==> config.mk <==
export PLATFORM = sky130hd
export DESIGN_NAME = mc_control_unit
export DESIGN_NICKNAME = d
export VERILOG_FILES = /design/src/rtl/mc_control_unit.sv
export SDC_FILE = /design/constraint.sdc
export NUM_CORES = 1
export LEC_CHECK = 0
export ABC_AREA = 1
export BUFFER_PORTS_ARGS = -buffer_cell sky130_fd_sc_hd__buf_2
export CAP_MARGIN = 40
export CELL_PAD_IN_SITES_DETAIL_PLACEMENT = 0
export CELL_PAD_IN_SITES_GLOBAL_PLACEMENT = 2
export CORE_MARGIN = 4
export CORE_UTILIZATION = 16
export CTS_CLUSTER_SIZE = 12
export DETAILED_ROUTE_END_ITERATION = 10
export GPL_TIMING_DRIVEN = 0
export PLACE_DENSITY_LB_ADDON = 0.2
export SLEW_MARGIN = 20
export SYNTH_ARGS = -nofsm -noshare
export SYNTH_HDL_FRONTEND = slang
export SYNTH_SLANG_ARGS = --single-unit
==> constraint.sdc <==
create_clock -name clk -period 1.05 [get_ports clk]
set_input_delay 0.1575 -clock clk [delete_from_list [all_inputs] [get_ports clk]]
set_output_delay 0.1575 -clock clk [all_outputs]
set_load 0.02 [all_outputs]
==> src/rtl/mc_control_unit.sv <==
// mc_control_unit
//   Multi-cycle MIPS control FSM for a shared-memory datapath with IR, A/B,
//   ALUOut and MDR registers. It sequences FETCH/DECODE/EXEC/MEM/WB for
//   R-type, lw, sw, beq, and optionally addi and j. Memory states can stall
//   on a ready handshake from variable-latency memory. The ALU-select decode
//   is folded in: ADD=0, SUB=2, R-type=funct[ALU_S_W-1:0].
//
// Parameters
//   ALU_S_W   width of alu_s
//   HAS_ADDI  1: opcode 8 (addi) legal, 0: illegal
//   HAS_JUMP  1: opcode 2 (j) legal, 0: illegal
//   MEM_WAIT  1: memory states wait for mem_ready, 0: mem_ready treated as 1
//
// Ports
//   clk, rst             clock (rising edge), async active-high reset
//   opcode, funct        IR[31:26], IR[5:0]; opcode valid from DECODE onward
//   mem_ready            memory completes current access this cycle
//   mem_read/mem_write   memory strobes
//   iord                 address mux (0=PC, 1=ALUOut)
//   ir_write             load IR/MDR
//   pc_write             unconditional PC load
//   pc_write_cond        PC load on ALU zero
//   pc_src               0=ALU, 1=ALUOut, 2=jump target
//   alu_src_a            0=PC, 1=A
//   alu_src_b            0=B, 1=4, 2=sext imm, 3=sext imm<<2
//   alu_s                ALU operation select
//   reg_write/reg_dst    register write enable, 0=rt 1=rd
//   mem_to_reg           0=ALUOut, 1=MDR
//   instr_done           pulse in last cycle of each legal instruction
//   illegal_op           pulse in DECODE on unsupported opcode
//   state                current state (debug)
module mc_control_unit #(
  parameter int ALU_S_W  = 3,
  parameter bit HAS_ADDI = 1'b1,
  parameter bit HAS_JUMP = 1'b1,
  parameter bit MEM_WAIT = 1'b1
) (
  input  logic               clk,
  input  logic               rst,
  input  logic [5:0]         opcode,
  input  logic [5:0]         funct,
  input  logic               mem_ready,
  output logic               mem_read,
  output logic               mem_write,
  output logic               iord,
  output logic               ir_write,
  output logic               pc_write,
  output logic               pc_write_cond,
  output logic [1:0]         pc_src,
  output logic               alu_src_a,
  output logic [1:0]         alu_src_b,
  output logic [ALU_S_W-1:0] alu_s,
  output logic               reg_write,
  output logic               reg_dst,
  output logic               mem_to_reg,
  output logic               instr_done,
  output logic               illegal_op,
  output logic [3:0]         state
);

  typedef enum logic [3:0] {
    S_FETCH  = 4'd0,
    S_DECODE = 4'd1,
    S_MEMADR = 4'd2,
    S_MEMRD  = 4'd3,
    S_MEMWB  = 4'd4,
    S_MEMWR  = 4'd5,
    S_EXEC   = 4'd6,
    S_ALUWB  = 4'd7,
    S_BRANCH = 4'd8,
    S_ADDIEX = 4'd9,
    S_ADDIWB = 4'd10,
    S_JUMP   = 4'd11
  } state_t;

  localparam logic [5:0] OP_RTYPE = 6'd0;
  localparam logic [5:0] OP_LW    = 6'd35;
  localparam logic [5:0] OP_SW    = 6'd43;
  localparam logic [5:0] OP_BEQ   = 6'd4;
  localparam logic [5:0] OP_ADDI  = 6'd8;
  localparam logic [5:0] OP_J     = 6'd2;

  localparam logic [ALU_S_W-1:0] ALU_ADD = '0;
  localparam logic [ALU_S_W-1:0] ALU_SUB = ALU_S_W'(2);

  state_t r_state;
  state_t w_next;
  logic   w_rdy;
  logic   w_unused_funct;

  // With MEM_WAIT=0 every memory access is assumed to finish in one cycle.
  assign w_rdy          = MEM_WAIT ? mem_ready : 1'b1;
  assign w_unused_funct = ^funct;

  always_ff @(posedge clk or posedge rst) begin
    if (rst) r_state <= S_FETCH;
    else     r_state <= w_next;
  end

  // Reset is also applied combinationally so that write enables drop in the
  // same cycle rst rises, not at the next clock edge.
  assign state = rst ? 4'd0 : r_state;

  always_comb begin
    w_next        = S_FETCH;
    mem_read      = 1'b0;
    mem_write     = 1'b0;
    iord          = 1'b0;
    ir_write      = 1'b0;
    pc_write      = 1'b0;
    pc_write_cond = 1'b0;
    pc_src        = 2'd0;
    alu_src_a     = 1'b0;
    alu_src_b     = 2'd0;
    alu_s         = ALU_ADD;
    reg_write     = 1'b0;
    reg_dst       = 1'b0;
    mem_to_reg    = 1'b0;
    instr_done    = 1'b0;
    illegal_op    = 1'b0;
    if (!rst) begin
      case (r_state)
        S_FETCH: begin
          // PC+4 is committed only on the ready cycle so it happens once.
          mem_read  = 1'b1;
          alu_src_b = 2'd1;
          ir_write  = w_rdy;
          pc_write  = w_rdy;
          w_next    = w_rdy ? S_DECODE : S_FETCH;
        end
        S_DECODE: begin
          // Precompute the branch target into ALUOut.
          alu_src_b = 2'd3;
          case (opcode)
            OP_RTYPE:     w_next = S_EXEC;
            OP_LW, OP_SW: w_next = S_MEMADR;
            OP_BEQ:       w_next = S_BRANCH;
            OP_ADDI: begin
              if (HAS_ADDI) w_next = S_ADDIEX;
              else          illegal_op = 1'b1;
            end
            OP_J: begin
              if (HAS_JUMP) w_next = S_JUMP;
              else          illegal_op = 1'b1;
            end
            default:      illegal_op = 1'b1;
          endcase
        end
        S_MEMADR: begin
          alu_src_a = 1'b1;
          alu_src_b = 2'd2;
          w_next    = (opcode == OP_LW) ? S_MEMRD : S_MEMWR;
        end
        S_MEMRD: begin
          mem_read = 1'b1;
          iord     = 1'b1;
          w_next   = w_rdy ? S_MEMWB : S_MEMRD;
        end
        S_MEMWB: begin
          reg_write  = 1'b1;
          mem_to_reg = 1'b1;
          instr_done = 1'b1;
        end
        S_MEMWR: begin
          mem_write  = 1'b1;
          iord       = 1'b1;
          instr_done = w_rdy;
          w_next     = w_rdy ? S_FETCH : S_MEMWR;
        end
        S_EXEC: begin
          alu_src_a = 1'b1;
          alu_s     = funct[ALU_S_W-1:0];
          w_next    = S_ALUWB;
        end
        S_ALUWB: begin
          reg_write  = 1'b1;
          reg_dst    = 1'b1;
          instr_done = 1'b1;
        end
        S_BRANCH: begin
          alu_src_a     = 1'b1;
          alu_s         = ALU_SUB;
          pc_write_cond = 1'b1;
          pc_src        = 2'd1;
          instr_done    = 1'b1;
        end
        S_ADDIEX: begin
          alu_src_a = 1'b1;
          alu_src_b = 2'd2;
          w_next    = S_ADDIWB;
        end
        S_ADDIWB: begin
          reg_write  = 1'b1;
          instr_done = 1'b1;
        end
        S_JUMP: begin
          pc_write   = 1'b1;
          pc_src     = 2'd2;
          instr_done = 1'b1;
        end
        default: w_next = S_FETCH;
      endcase
    end
  end

endmodule
# After elaboration in Yosys (flattened, before gate mapping)
# Cells that the tools add are included.
# Widths: inputs -> output; s select.
[word_totals]
romBits = 0
latchBits = 0
mem_count = 0
word_cells = 66
output_inout_bits = 23
mem_bits_rw = 0
input_bits = 15
register_bits = 4
[classes]
reduce_logical = 10
n_lt_le_gt_ge = 0
div = 0
bitwise = 0
multipliers = 0
addsub = 0
shift = 0
muxes = 39
eq_ne = 16
[ops]
columns = ["op", "count"]
rows = [
  ["$pmux 4 s7", 1],
  ["$mux 1", 24],
  ["$pmux 4 s5", 1],
  ["$eq 4x3->1 const B", 4],
  ["$eq 4x4->1 const B", 4],
  ["$eq 6x6->1 const B", 2],
  ["$mux 3", 4],
  ["$eq 4x2->1 const B", 2],
  ["$mux 4", 2],
  ["$reduce_or 2->1", 4],
  ["$eq 6x2->1 const B", 1],
  ["$eq 6x3->1 const B", 1],
  ["$eq 6x4->1 const B", 1],
  ["$logic_not 6->1", 1],
  ["$pmux 2 s3", 1],
  ["$pmux 3 s2", 1],
  ["$reduce_or 6->1", 1],
  ["$reduce_or 5->1", 1],
  ["$eq 4x1->1 const B", 1],
  ["$logic_not 4->1", 1],
  ["$mux 2", 2],
  ["$pmux 1 s2", 2],
  ["$pmux 2 s2", 1],
  ["$reduce_or 4->1", 1],
  ["$reduce_or 3->1", 1],
]

# Longest topological paths before layout
[logic_depth]
word_depth = 5
depth_mapped = 8
ltp_nobuf = 8

# Worst setup path after synthesis
# OpenSTA, ideal clock, no wires.
[synth_path]
path_kind = "reg2out"
startpoint = "register r_state[2]"
endpoint = "output pc_src[0]"
path_stages_with_launch = 7
required_ps = 892
path_slack_ps = -391
n_path_buf = 1
arrival_time_ps = 1284
cell_sequence = "dfrtp_1 -> inv_1 -> nand2_1 -> nor2_1 -> inv_1 -> nor2_1 -> buf_4"
[synth_via]
elab_chain_len = 3
elab_cells_between_ends = 4
classes_between = "2 x eq/ne; 2 x mux"
[synth_lines]
columns = ["element", "line_no", "rtl"]
rows = [
  ["start, declared", "86", "state_t r_state;"],
  ["start signal, assigned", "97", "else r_state <= w_next;"],
  ["$eq 4x4->1", "122", "case (r_state)"],
  ["$pmux 2 s2 *", "122", ""],
  ["$mux 2 *", "121", "if (!rst) begin"],
  ["end, declared", "49", "output logic [1:0] pc_src,"],
]
# Mark *: on every way between the ends. The rest lies on a longest branch, timed or not.

# Worst setup path after layout
[layout_path]
startpoint = "register r_state[3]"
endpoint = "output alu_src_b[1]"
[layout_via]
elab_chain_len = 4
elab_cells_between_ends = 7
classes_between = "3 x eq/ne; 2 x mux; 2 x reduce/logical"
[layout_lines]
columns = ["element", "line_no", "rtl"]
rows = [
  ["$eq 4x4->1 or $eq 4x2->1 (tied branches)", "122", ""],
  ["$reduce_or 2->1 (no source line)", "--", ""],
  ["$pmux 2 s3 *", "122", ""],
  ["$mux 2 *", "121", ""],
  ["end, declared", "51", "output logic [1:0] alu_src_b,"],
]
# Marks and branches as above.

==> metrics.sh <==
SYNTH_AREA_UM2=601.8
TRITONCTS='done'
LAYOUT_TOP_REGISTERS='r_state (4)'
MAX_FLOP_REGISTER='r_state'
START_UTIL_PCT=16.44
PWR_DENSITY_CELL_nW_PER_UM2=524.2
STATUS='complete, but fails checks'
PLACEMENT.SETUP.WORST_SLACK_NS=-0.4297
CRITPATHREQUIREDTIME_NS=0.89
PLACE.GP.CONGESTION=0.7264
ROUTE.VIAS.TOTAL=933
WORST-SETUP-PATH-TYPE='flip-flop to output pin'
CLK_LATENCY_NS=0.21
GRT_START_MAX_NET_PINS=11
WORSTPATHBUFFERINVERTERCOUNT=3
IR_DROP_V=0.0002685
ROUTED_VIA_DENSITY=4.203
CLOCK_SINKS=4
SYNTHDOMINANTAREACELLTYPE='sky130_fd_sc_hd__nor2_1'
REGISTER_AREA_UM2=103.9
CRITICAL_PATH_S_SLOWEST_CELL='sky130_fd_sc_hd__dfrtp_2'
LAYOUT-AREA-OVERHEAD-VS-SYNTH_PCT=131.4
WORST_HOLD_SLACK_NS=0.3573
DRT_ITER0_MARKERS=26
SYNTHESIS.AREA_PER_INSTANCE_UM2=4.933
SYNTHXORXNORAREAFRAC_PCT=0
CRITPATHMAXFANOUT=5
YOSYS_WARNINGS=0
CLK_TRANSITION_REPORTED_PATHS_NS=0.03
SLEW_HEADROOM_PCT=69.58
ANTENNA_CELLS=0
ANTENNA_VIOLATIONS_BEFORE_REPAIR=0
FAMILY_WITH_THE_MOST_DELAY_ON_THE_WORST_PATH='flip-flops'
TIMING.FINAL.HOLD_VIOLATIONS=0
LARGEST_REG_FLOPS=4
WORSTREGTOREGCELLS=8
FINALWIRELENGTH_MM=2.381
DIE_H_UM=69.33
FINAL_MAX_SLEW_VIOL_COUNT=0
FIN_CRIT_SH_PCT=149.8
TIMING.CLOCK.SKEW_NS=0.002379
GRT_PASS1_WL_MM=4.036
PATH_CELLS='nor2_4, inv_4, nor2_4, inv_2, a31oi_4, buf_6'
CRIT_ARRIVAL_NS=1.42
WORST_SLEW_PIN_SLEW_NS=0.4563
GRT_SETUP_UNREPAIRED='true'
SYNTHCELLS=122
LAYOUT.CELL_AREA.NON_FILLER_UM2=1393
HPWLAFTERDP_MM=1.866
LAYOUT.NETS=191
STATIC-LEAKAGE-POWER_nW=0.6380
FILLER_CELL_COUNT=400
YOSYS.CELL_TYPES.COUNT=16
SETUP_VIOLATIONS=27
SYNTHARSTFLOPSHARE_PCT=100.0
SYNTHMOSTINSTANTIATEDCELL='sky130_fd_sc_hd__nor2_1'
DOMINANT_COMBINATIONAL_CELL_FAMILY_BY_AREA_AFTER_SYNTHESIS='simple AND/OR/NAND/NOR gates'
SYNTH-SEQ-AREA-SHARE_PCT=16.63
VIOLATIONS='setup timing'
CTSHTREEMAXLEVEL=1
GRT_PASS1_VIAS=905
FINISH.UTILIZATION_PCT=38.04
IO_BUFFER_COUNT=34
SYNTH_FF_TYPE='sky130_fd_sc_hd__dfrtp_1'
HOLDCRITPATHCLASS='primary input to flip-flop'
SYNTH_SIMPLE_GATE_AREA_SHARE_PCT=56.13
POST_LAYOUT_NONFILLER_INSTANCES=222
DIEAREA_UM2=4807
PLACE.DETAILED.INSTANCES=204
ROUTED_WIRE_LENGTH_PER_INSTANCE_UM=10.73
GR-TOTAL-OVERFLOW=0
SYNTH_ENABLE_FLOP_CELLS=0
REG2REG_SLACK_NS=-0.29
MAXIMUM_CLOCK_FREQUENCY_GHz=0.6357
TRACK_USAGE_PCT=9.955
MUXSHAREOFSYNTHAREA_PCT=0
SYNTH-ADDER-AREA-SHARE_PCT=0
TIMING.HOLD.WORST_PATH_DEPTH=5
SYNTH.FF_LATCH_COUNT=4
CP_SLOWEST_STAGE_DELAY_NS=0.47
FLOORPLAN.ROWS=22
POST-SYNTH-TOP-AREA-FRACTION_PCT=22.45
INSERTED_CLOCK_BUFFERS=3
CRITICAL_PATH.ENDPOINT_TYPE='output pin'
POST_DP_CELL_AREA_UM2=934.6
FP.COREAREA_UM2=3661
SYN_NETS=137
DRIVE_ABOVE_1_SHARE_PCT=64.94
FLOORPLAN.IO_PINS=38
SYNTH_TOP_CELLS_BY_COUNT='sky130_fd_sc_hd__nor2_1, sky130_fd_sc_hd__nand2_1, sky130_fd_sc_hd__inv_1'
WORSTSETUPPATHDEPTH=6
TIMING.FINAL.WS_SETUP_NS=-0.5230
FIRSTDRTPASSITERS=4
DIE_WIDTH_UM=69.33
ANT_NETS=0
SYNTH_COMPOUND_GATE_AREA_SHARE_PCT=10.40
CAP_VIOLATIONS=0
DRC=0
FIN_CRIT_NS=1.573
TIMING.CRITICAL_PATH.FROM_TYPE='flip-flop'
CTSROOTBUFFERMASTER='sky130_fd_sc_hd__clkbuf_8'
SYNTH_TOP_CELLS_BY_AREA='sky130_fd_sc_hd__nor2_1, sky130_fd_sc_hd__dfrtp_1, sky130_fd_sc_hd__nand2_1'
CPMOSTUSEDCELL='sky130_fd_sc_hd__nor2_4'
MULTI_INPUT_COMBINATIONAL_CELL_AREA_UM2=648.1
CLOCKBUFFERDEPTH=2
==> stage by stage <==
| step | setup TNS, ns | total power (W) |
|---|---|---|
| final | -9.742 | 0.0007300 |
| after global routing | -11.87 | 0.0007797 |
| after CTS | -9.636 | 0.0006980 |
| after detailed placement | -6.714 | 0.0003472 |
| after global placement | -6.644 | 0.0003456 |
| after floorplan | -2.199 | 0.0002826 |
==> metal layers <==
| metal | vias up | track usage, % | part of all wire [%] |
|---|---|---|---|
| li1 | 489 | - | - |
| met1 | 418 | 12.70 | 45 |
| met2 | 22 | 16.84 | 49 |
| met3 | 4 | 2.464 | 4.9 |
| met4 | 0 | 2.169 | 0.92 |
| met5 | - | 0 | 0 |
==> where the power goes <==
part	internal, W	total [W]	switching, W
clock	0.000244	0.000316	0.0000721
combinational	0.0000993	0.000249	0.000149
sequential	0.000159	0.000165	0.00000638
==> repair_timing <==
item,in CTS,in global routing
setup buffers,5,9
endpoints found under the hold margin,4,0
hold buffers,1,0
pin swaps,5,11
gates resized for setup,38,59
setup endpoints to repair,27,27
==> worst paths after layout <==
path | to | from
min reg2reg | r_state[0] | r_state[3]
max | alu_src_b[1] | r_state[3]
max in group asynchronous | r_state[0] | rst
min in group asynchronous | r_state[2] | rst
max reg2reg | r_state[0] | r_state[3]
min | r_state[2] | mem_ready
==> area by class of cell <==
type / instances / area share, %
clock buffer: 3 / 2.965
timing repair buffer: 49 / 30.19
multi-input combinational: 92 / 46.54
sequential: 4 / 7.457
tap: 48 / 4.313
inverter: 23 / 7.098
buffer: 3 / 1.438
==> kinds of logic (layout without fill, tap and decap cells) <==
family	Yosys count	in the layout
buf+inv	26	78
simple gates	80	80
compound gates	12	12
flops	4	4
==> layout by cell type, fill, tap and decap left out <==
cell type / count
sky130_fd_sc_hd__nand3_1: 11
sky130_fd_sc_hd__buf_6: 23
sky130_fd_sc_hd__nor2_1: 16
sky130_fd_sc_hd__nor3_2: 1
sky130_fd_sc_hd__nor3_1: 1
sky130_fd_sc_hd__clkbuf_8: 3
sky130_fd_sc_hd__nor2_4: 14
sky130_fd_sc_hd__nand3_2: 1
sky130_fd_sc_hd__nor3_4: 1
sky130_fd_sc_hd__nand2_2: 6
sky130_fd_sc_hd__nor2_2: 10
sky130_fd_sc_hd__inv_4: 5
sky130_fd_sc_hd__a31oi_4: 2
sky130_fd_sc_hd__nand3_4: 1
sky130_fd_sc_hd__a21oi_4: 1
sky130_fd_sc_hd__o21ai_0: 2
sky130_fd_sc_hd__o21ai_1: 2
sky130_fd_sc_hd__a21oi_2: 1
sky130_fd_sc_hd__clkbuf_1: 1
sky130_fd_sc_hd__a21oi_1: 3
sky130_fd_sc_hd__buf_4: 13
sky130_fd_sc_hd__nand2_1: 13
sky130_fd_sc_hd__inv_2: 8
sky130_fd_sc_hd__inv_1: 10
sky130_fd_sc_hd__o21ai_2: 1
sky130_fd_sc_hd__clkbuf_2: 1
sky130_fd_sc_hd__dfrtp_1: 1
sky130_fd_sc_hd__dfrtp_2: 3
sky130_fd_sc_hd__nand2_4: 5
sky130_fd_sc_hd__buf_2: 13
sky130_fd_sc_hd__dlygate4sd3_1: 1
==> worst reg2reg max path, stage by stage (launching register included) <==
cell and delay (ns):
sky130_fd_sc_hd__dfrtp_2 0.47, sky130_fd_sc_hd__nor2_4 0.14, sky130_fd_sc_hd__inv_4 0.08, sky130_fd_sc_hd__nor2_2 0.11, sky130_fd_sc_hd__nand2_2 0.10, sky130_fd_sc_hd__buf_4 0.14, sky130_fd_sc_hd__nand2_1 0.05, sky130_fd_sc_hd__nor2_1 0.04
sky130_fd_sc_hd__a21oi_1 0.12
Power figures use the tool's default switching activity.
